[src/rtl/ioc_bus_fabric.sv]
// ioc_bus_fabric: CPU wishbone port to NSLOT IOC-space peripheral slots.
// Fixed-priority grant with registered per-slot strobes, IOC speed wait states,
// 8/16/32-bit lane extension, default data for unclaimed addresses and a bus timeout.
module ioc_bus_fabric #(
  parameter int NSLOT   = 4,
  parameter int DW      = 32,
  parameter int WS_SLOW = 15,
  parameter int WS_MED  = 7,
  parameter int WS_FAST = 3,
  parameter int TIMEOUT = 255,
  parameter logic [DW-1:0] DEF_DAT = {DW{1'b1}}
) (
  input  logic                clkcpu,
  input  logic                rst_i,
  input  logic                clk2m_en,
  input  logic                m_cyc,
  input  logic                m_stb,
  input  logic                m_we,
  input  logic [1:0]          m_speed,
  output logic [DW-1:0]       m_dat_o,
  output logic                m_ack,
  output logic                m_err,
  input  logic [NSLOT-1:0]    s_sel,
  input  logic [NSLOT-1:0]    s_w8,
  input  logic [NSLOT-1:0]    s_w16,
  input  logic [NSLOT*DW-1:0] s_dat,
  input  logic [NSLOT-1:0]    s_ack,
  output logic [NSLOT-1:0]    s_cyc,
  output logic [NSLOT-1:0]    s_stb,
  output logic                s_we
);

  localparam int GW  = (NSLOT > 1) ? $clog2(NSLOT) : 1;
  localparam int WCW = 10;
  localparam int TCW = 11;

  typedef enum logic [1:0] {ST_IDLE, ST_WAIT, ST_SYNC, ST_DONE} state_t;

  // Lowest set index wins: slot 0 has the highest priority.
  function automatic logic [GW-1:0] prio_idx(input logic [NSLOT-1:0] sel);
    logic [GW-1:0] idx;
    idx = '0;
    for (int i = NSLOT - 1; i >= 0; i--) begin
      if (sel[i]) idx = GW'(i);
    end
    return idx;
  endfunction

  // Zero-extend narrow slots onto the full data bus; the 8-bit flag dominates.
  function automatic logic [DW-1:0] lane_ext(input logic [DW-1:0] d,
                                             input logic w8,
                                             input logic w16);
    logic [DW-1:0] r;
    r = d;
    if (w8) begin
      r = DW'(d[7:0]);
    end else if (w16) begin
      r = DW'(d[15:0]);
    end
    return r;
  endfunction

  // Wait-state count per IOC cycle type; sync cycles are paced by clk2m_en instead.
  function automatic logic [WCW-1:0] ws_load(input logic [1:0] spd);
    logic [WCW-1:0] w;
    case (spd)
      2'd0:    w = WCW'(WS_SLOW);
      2'd1:    w = WCW'(WS_MED);
      2'd2:    w = WCW'(WS_FAST);
      default: w = '0;
    endcase
    return w;
  endfunction

  state_t         state, state_nxt;
  logic [GW-1:0]  g_q;
  logic [1:0]     speed_q;
  logic           w8_q, w16_q;
  logic [WCW-1:0] wcnt;
  logic [TCW-1:0] tcnt;
  logic           ack_seen;

  logic           req;
  logic           any_sel;
  logic [GW-1:0]  sel_idx;
  logic           ack_now;
  logic           ack_ok;
  logic [TCW-1:0] tcnt_inc;
  logic           tmo_hit;
  logic [DW-1:0]  slot_dat;
  logic           go_grant, go_null, go_done, go_err, go_abort;

  assign req      = m_cyc & m_stb;
  assign any_sel  = |s_sel;
  assign sel_idx  = prio_idx(s_sel);
  assign ack_now  = s_ack[g_q];
  assign ack_ok   = (wcnt == '0) & (ack_seen | ack_now);
  assign tcnt_inc = tcnt + TCW'(1);
  assign tmo_hit  = (tcnt_inc >= TCW'(TIMEOUT));
  assign slot_dat = s_dat[g_q*DW +: DW];

  // Next-state and access-event decode; abort beats completion, completion beats timeout.
  always_comb begin
    state_nxt = state;
    go_grant  = 1'b0;
    go_null   = 1'b0;
    go_done   = 1'b0;
    go_err    = 1'b0;
    go_abort  = 1'b0;
    case (state)
      ST_IDLE: begin
        if (req) begin
          if (any_sel) begin
            go_grant  = 1'b1;
            state_nxt = ST_WAIT;
          end else begin
            go_null   = 1'b1;
            state_nxt = ST_DONE;
          end
        end
      end
      ST_WAIT: begin
        if (!m_cyc) begin
          go_abort  = 1'b1;
          state_nxt = ST_IDLE;
        end else if (ack_ok) begin
          if (speed_q == 2'd3) begin
            state_nxt = ST_SYNC;
          end else begin
            go_done   = 1'b1;
            state_nxt = ST_DONE;
          end
        end else if (tmo_hit) begin
          go_err    = 1'b1;
          state_nxt = ST_DONE;
        end
      end
      ST_SYNC: begin
        if (!m_cyc) begin
          go_abort  = 1'b1;
          state_nxt = ST_IDLE;
        end else if (clk2m_en) begin
          go_done   = 1'b1;
          state_nxt = ST_DONE;
        end else if (tmo_hit) begin
          go_err    = 1'b1;
          state_nxt = ST_DONE;
        end
      end
      ST_DONE: begin
        if (!m_stb) state_nxt = ST_IDLE;
      end
      default: state_nxt = ST_IDLE;
    endcase
  end

  // State register.
  always_ff @(posedge clkcpu) begin
    if (rst_i) begin
      state <= ST_IDLE;
    end else begin
      state <= state_nxt;
    end
  end

  // Grant latch: slot index, cycle type and lane width held for the whole access.
  always_ff @(posedge clkcpu) begin
    if (go_grant) begin
      g_q     <= sel_idx;
      speed_q <= m_speed;
      w8_q    <= s_w8[sel_idx];
      w16_q   <= s_w16[sel_idx];
    end
  end

  // Slot strobes, wait-state/timeout counters and the sticky slot ack.
  always_ff @(posedge clkcpu) begin
    if (rst_i) begin
      s_cyc    <= '0;
      s_stb    <= '0;
      s_we     <= 1'b0;
      wcnt     <= '0;
      tcnt     <= '0;
      ack_seen <= 1'b0;
    end else begin
      if (go_grant) begin
        s_cyc    <= NSLOT'(1) << sel_idx;
        s_stb    <= NSLOT'(1) << sel_idx;
        s_we     <= m_we;
        wcnt     <= ws_load(m_speed);
        tcnt     <= '0;
        ack_seen <= 1'b0;
      end else begin
        if (go_done || go_err || go_abort) begin
          s_cyc <= '0;
          s_stb <= '0;
          s_we  <= 1'b0;
        end
        if (state == ST_WAIT) begin
          wcnt     <= (wcnt == '0) ? '0 : wcnt - WCW'(1);
          ack_seen <= ack_seen | ack_now;
        end
        if (state == ST_WAIT || state == ST_SYNC) begin
          tcnt <= tcnt_inc;
        end
      end
    end
  end

  // Master response: one-cycle ack/err pulses and the registered read data.
  always_ff @(posedge clkcpu) begin
    if (rst_i) begin
      m_ack   <= 1'b0;
      m_err   <= 1'b0;
      m_dat_o <= '0;
    end else begin
      m_ack <= go_done | go_null;
      m_err <= go_err;
      if (go_null || go_err) begin
        m_dat_o <= DEF_DAT;
      end else if (go_done && !s_we) begin
        m_dat_o <= lane_ext(slot_dat, w8_q, w16_q);
      end
    end
  end

endmodule

[config.mk]
export PLATFORM = sky130hd
export DESIGN_NAME = ioc_bus_fabric
export DESIGN_NICKNAME = d
export VERILOG_FILES = /design/src/rtl/ioc_bus_fabric.sv
export SDC_FILE = /design/constraint.sdc
export NUM_CORES = 1
export LEC_CHECK = 0
export BUFFER_PORTS_ARGS = -buffer_cell sky130_fd_sc_hd__buf_4
export CORE_MARGIN = 5
export CORE_UTILIZATION = 50
export DETAILED_ROUTE_END_ITERATION = 8
export PLACE_DENSITY = 0.94
export SYNTH_ARGS = -nofsm -noshare
export SYNTH_HDL_FRONTEND = slang
export SYNTH_SLANG_ARGS = --single-unit
[constraint.sdc]
create_clock -name clkcpu -period 4.5 [get_ports clkcpu]
set_clock_uncertainty 0.2 [all_clocks]
set_input_delay 0.45 -clock clkcpu [delete_from_list [all_inputs] [get_ports clkcpu]]
set_output_delay 0.45 -clock clkcpu [all_outputs]
set_load 0.01 [all_outputs]
==> qor.csv, run 1 <==
stage;metric;value;unit
outcome;outcome;finished, final reports clean;
timing;finalHoldViolCount;0;
pwr;ir_worst_vdd;205;uV
grt;grt_usage;26.7;%
synth;syn_area_per_cell;9.50;um2
floorplan;io_pins;195;
min_path;hold_path.class;in2reg;
timing;fmax;299;MHz
synth;synthMuxAreaShare;18.2;%
route;routed_wl;13800;um
synth;synthAdderAreaFrac;2.12;%
worst_setup_path;required;4.57;ns
synth;synth_edf_count;6;
grt;grt_remaining_overflow;0;
route;final_antenna_net_count;0;
final_layout;drive_gt1_share;41.7;%
timing;min_period;3.34;ns
clocking;clk-insertion-delay-late;0.35;ns
route;drt_iter0_markers;333;
worst_setup_path;start_kind;flop;
worst_setup_path;end_kind;flop;
clocking;clock-sinks;69;
final_layout;finalNetCount;762;
synth;yosysSeqAreaShare;35.0;%
place;port_buffers;194;
route;drc;0;
final_layout;syn2layout_area_growth;38.2;%
route;wl_met1;4640;um
grt;grt_pass1_vias;4230;
synth;synth_seq_cells;69;
route;drtPass1Iterations;5;
clocking;post_cts_buffers;0;
synth;yosys_warnings;0;
floorplan;die_h;101;um
floorplan;rows;33;
route;vias;4316;
pwr;p_leak;2.31;nW
synth;synth_top_family_by_area;simple AND/OR/NAND/NOR gates;
worst_setup_path;crit_fanout;32;
synth;syn_nets;593;
synth;synth_area;4120;um2
place;hpwl;10700;um
route;dr_wl_met2;7170;um
synth;synth_cell_type_count;50;
place;gp_congestion;0.999;
timing;tns;0;ns
clocking;cts_root_buffer;clkbuf_8;
synth;synth_xor_area_share;3.61;%
grt;grt_max_degree;47;
clocking;cts_hold_buf;0;
worst_setup_path;worstPathArrival;3.42;ns
worst_setup_path;worstSetupPathType;reg2reg;
route;routed.top_layer;met4;
synth;syn_inst;434;
route;wl_per_cell;19.4;um
clocking;htree_levels;3;
timing;slew_viol_final;0;
grt;antenna_found_initial;0;
clocking;cts_max_path_buffers;2;
synth;synth_compound_gate_area_share;14.6;%
route;vias_per_cell;6.06;
floorplan;dieArea;10200;um2
final_layout;final_core_util;70.1;%
clocking;cts_tree;built;
timing;tightest_slew;1.12;ns
route;wl_met3;1370;um
clocking;cts_resized;0;
flow_run;cap_violations;0;
clocking;cts.clk_slew.worst_paths;0.08;ns
floorplan;start_util;50.7;%
timing;rsz0062_at_grt;false;
timing;min_period_over_period;74.3;%
floorplan;coreArea;8130;um2
synth;synthSimpleGateAreaFrac;20.4;%
pwr;p_per_area;284;nW/um2
final_layout;final_common_cell;buf_4;
floorplan;die_w;101;um
synth;synth_top_area_share;30.6;%
synth;yosys.area.top_type;dfxtp_1;
clocking;cts_inserted_buffers;9;
timing;slew_headroom;25.1;%
final_layout;fill_cells;535;
final_layout;layout_common_cells;198 x buf_4, 63 x dfxtp_1, 59 x nand2_1;
grt;grt_pass1_wl;21300;um
synth;netlist_top_cells_area;dfxtp_1 31%, mux4_2 17%, nand2_1 5.4%;
final_layout;antenna_cells;0;
synth;ys.flop_type;dfxtp_1;
synth;synthArstFlopShare;0;%
timing;final-setup-viol-count;0;
pwr;power;1.62;mW
==> synthesized netlist by cell type (all sizes together) (9+ instances only) <==
| cell | instances |
|---|---|
| mux4 | 32 |
| nor3 | 10 |
| clkbuf | 20 |
| a21oi | 9 |
| a31oi | 36 |
| nand2 | 59 |
| dfxtp | 63 |
| o21ai | 10 |
| nor2 | 40 |
| xor2 | 10 |
| nand3 | 24 |
| buf | 20 |
| nand3b | 10 |
==> critical path, cell delays in order (launching register included) <==
cell and delay (ns):
dfxtp_1 0.36, inv_1 0.09, ha_1 0.16, or3b_1 0.43
nor4_4 0.51, a31oi_4 0.19, nor3_4 0.88, nand3b_1 0.19
a31oi_1 0.25
==> registers in the layout, indices dropped and copies added, names as in the netlist <==
name and count:
ack_seen 1, g_q 2, m_ack 1, m_dat_o 32
m_err 1, s_stb 4, s_we 1, speed_q 2
state 2, tcnt 11, w16_q 1, w8_q 1
wcnt 10
==> kinds of logic (layout without fill, tap and decap cells) <==
family	Yosys count	after routing
AND/OR/NAND/NOR	173	173
AO/OA/AOI/OAI	86	86
flip-flops	69	69
buffers and inverters	47	220
multiplexers	35	35
XOR/XNOR	17	17
adder cells (fa/ha/maj)	7	7
==> stage by stage <==
stage               std cells  worst slack (ns)  cell area (um2)  hold slack, ns
finish                    712              1.16             5700           0.117
global route              712             0.878             5700           0.105
CTS                       712              1.21             5700          0.0978
detailed placement        697              1.25             5520           0.277
global placement          697              1.45             5520           0.266
floorplan                 434              1.91             4120           0.260
==> report_power, final <==
part / internal [mW] / switching [mW] / leakage, nW
Combinational: 0.240 / 0.216 / 1.65
Sequential: 0.656 / 0.0421 / 0.566
Clock: 0.230 / 0.233 / 0.0932
==> layout make-up <==
class	count	area (um2)	share of cell area, %
Clock buffer	10	149	2.61
Clock inverter	5	35.0	0.615
Inverter	7	26.3	0.461
Multi-Input combinational cell	318	2430	42.6
Sequential cell	69	1440	25.3
Tap cell	105	131	2.31
Timing Repair Buffer	198	1490	26.1
==> routing by layer <==
| layer | vias up | track usage [%] |
|---|---|---|
| li1 | 1950 | - |
| met1 | 2013 | 30.2 |
| met2 | 294 | 47.1 |
| met3 | 59 | 5.88 |
| met4 | 0 | 13.3 |
| met5 | - | 0 |
==> path summary, 6_finish.rpt <==
path          startpoint     endpoint  slack, ns  cells past startpoint
min           m_speed[0]   speed_q[0]       0.12                      1
min reg2reg  m_dat_o[27]  m_dat_o[27]       0.29                      2
max              wcnt[0]  m_dat_o[14]       1.16                      8
max reg2reg      wcnt[0]  m_dat_o[14]       1.16                      8
Power figures use the tool's default switching activity.
==> run 2, diff against run 1 <==
--- a/config.mk
+++ b/config.mk
@@ -7,9 +7,9 @@
 export LEC_CHECK = 0
 export BUFFER_PORTS_ARGS = -buffer_cell sky130_fd_sc_hd__buf_4
 export CORE_MARGIN = 5
-export CORE_UTILIZATION = 50
+export CORE_UTILIZATION = 47
 export DETAILED_ROUTE_END_ITERATION = 8
-export PLACE_DENSITY = 0.94
+export PLACE_DENSITY = 0.9
 export SYNTH_ARGS = -nofsm -noshare
 export SYNTH_HDL_FRONTEND = slang
 export SYNTH_SLANG_ARGS = --single-unit
==> constraint.sdc (replaced) <==
create_clock -name clkcpu -period 3.14 [get_ports clkcpu]
set_clock_uncertainty 0.2 [all_clocks]
set_input_delay 0.314 -clock clkcpu [delete_from_list [all_inputs] [get_ports clkcpu]]
set_output_delay 0.314 -clock clkcpu [all_outputs]
set_load 0.01 [all_outputs]
==> qor.csv, run 2 (synthesis gave the netlist of run 1 again) <==
stage;metric;value;unit;change
route;vias;4301;;-0.35%
floorplan;start_util;47.7;%;-2.9 points
pwr;ir_worst_vdd;259;uV;+26%
worst_setup_path;required;3.15;ns;-1.42 ns
floorplan;io_pins;195;;unchanged
timing;tns;0;ns;unchanged
min_path;holdPathStages;2;;+1
grt;grt_pass1_wl;21800;um;+2.2%
final_layout;final_common_cell;buf_4;;
grt;antenna_found_initial;0;;unchanged
timing;final-setup-viol-count;0;;unchanged
route;drtPass1Iterations;5;;unchanged
pwr;power;2.49;mW;+54%
final_layout;multiInputGateArea;2430;um2;unchanged
clocking;cts_inserted_buffers;9;;unchanged
timing;min_period;2.89;ns;-0.452 ns
worst_setup_path;crit_fanout;32;;unchanged
floorplan;coreArea;8640;um2;+6.2%
timing;min_period_over_period;92.1;%;+18 points
floorplan;die_h;104;um;+2.8%
timing;hold_slack;0.0338;ns;-0.0831 ns
route;vias_per_cell;5.96;;-1.7%
floorplan;die_w;104;um;+2.8%
min_path;hold_end;s_stb[2];;
clocking;cts.clk_slew.worst_paths;0.08;ns;about the same
clocking;htree_levels;3;;unchanged
clocking;cts_max_path_buffers;2;;unchanged
route;drt_iter0_markers;410;;+23%
worst_setup_path;reg2regPathDepth;9;;+1
place;port_buffers;194;;unchanged
final_layout;top_regs;m_dat_o x32, tcnt x11, wcnt x10;;
final_layout;fill_cells;620;;+16%
worst_setup_path;reg2reg_to;m_dat_o[2];;
grt;grt_pass1_vias;4362;;+3.1%
route;routed_wl;13700;um;-1.2%
final_layout;drive_gt1_share;42.0;%;+0.34 points
clocking;clk-insertion-delay-late;0.35;ns;about the same
final_layout;syn2layout_area_growth;40.7;%;
worst_setup_path;worstSetupPathType;reg2reg;;
worst_setup_path;end_kind;flop;;
pwr;p_per_area;429;nW/um2;+51%
clocking;cts_tree;built;;
timing;fmax;346;MHz;+16%
route;wl_per_cell;18.9;um;-2.6%
timing;slew_viol_final;0;;unchanged
clocking;clock-sinks;69;;unchanged
route;drc;0;;unchanged
timing;tightest_slew;1.10;ns;-0.0189 ns
min_path;hold_path.class;in2reg;;
outcome;outcome;finished, final reports clean;;
grt;grt_remaining_overflow;0;;unchanged
worst_setup_path;r2r_slack;0.25;ns;-0.91 ns
final_layout;antenna_cells;0;;unchanged
min_path;hp-start;s_sel[2];;
worst_setup_path;start_kind;flop;;
final_layout;largest_reg_flops;32;;unchanged
final_layout;finalNetCount;768;;+0.79%
final_layout;layout_common_cells;202 x buf_4, 63 x dfxtp_1, 59 x nand2_1;;
place;hpwl;10500;um;-2.6%
grt;grt_max_degree;47;;unchanged
floorplan;rows;34;;+3.0%
timing;slew_headroom;26.4;%;+1.2 points
clocking;post_cts_buffers;0;;unchanged
grt;grt_usage;24.6;%;-2.1 points
timing;rsz0062_at_grt;false;;
worst_setup_path;r2r_start;wcnt[0];;
place;gp_congestion;0.959;;-4.0%
worst_setup_path;worstPathArrival;2.91;ns;-0.51 ns
flow_run;cap_violations;0;;unchanged
clocking;cts_root_buffer;clkbuf_8;;
worst_setup_path;startpoint;wcnt[0];;
route;final_antenna_net_count;0;;unchanged
pwr;p_leak;2.36;nW;+2.1%
floorplan;dieArea;10700;um2;+5.7%
final_layout;top_register;m_dat_o;;
final_layout;register_area;1440;um2;unchanged
timing;finalHoldViolCount;0;;unchanged
run 2: per-layer routing:
layer  vias up  GRT usage, %  part of all wire, %
met5         -             0                    0
met4         0          10.4                  3.1
met3        37          7.03                  8.9
met2       282          44.1                   53
met1      2012          27.1                   35
li1       1970             -                    -
run 2: timing repair:
item / 4_1_cts / 5_1_grt
hold buffers: 2 / 0
gates resized for setup: 0 / 0
setup endpoints to repair: 0 / 0
endpoints found under the hold margin: 4 / 0
run 2: critical path, stage by stage (launching register included):
cell and delay [ns]:
dfxtp_1 0.35, inv_1 0.09, ha_1 0.16, or3b_1 0.41, nor4_4 0.51, nand2_1 0.19
o21a_1 0.25, a22oi_2 0.12, buf_4 0.33, a31oi_1 0.15
run 2: how the worst max path moves through the flow:
stage / to / slack, ns / depth (start not counted)
final: m_dat_o[2] / 0.25 / 9
after floorplan: m_dat_o[10] / 0.55 / 10
after global placement: m_dat_o[6] / 0.41 / 9
after global routing: m_dat_o[2] / 0.09 / 9
after CTS: m_dat_o[2] / 0.26 / 9
after detailed placement: m_dat_o[1] / 0.30 / 9
run 2: cell type report:
type,count,area share [%]
clock inverter,6,1.62
tap,108,2.33
sequential,69,24.8
multi-input combinational,318,41.9
inverter,7,0.453
timing repair buffer,204,26.5
clock buffer,10,2.37
run 2: metrics by stage:
stage | instances | cell area, um2 | util (%) | worst slack [ns]
after CTS | 722 | 5800 | 67.2 | 0.264
after global routing | 722 | 5800 | 67.2 | 0.0890
after detailed placement | 704 | 5550 | 64.3 | 0.304
after floorplan | 434 | 4120 | - | 0.551
final | 722 | 5800 | 67.2 | 0.247
after global placement | 704 | 5550 | 64.3 | 0.410
run 2: where the power goes:
group / switching, mW / internal, mW / total (mW)
combinational: 0.312 / 0.347 / 0.660
sequential: 0.0597 / 0.940 / 0.999
clock: 0.353 / 0.475 / 0.828
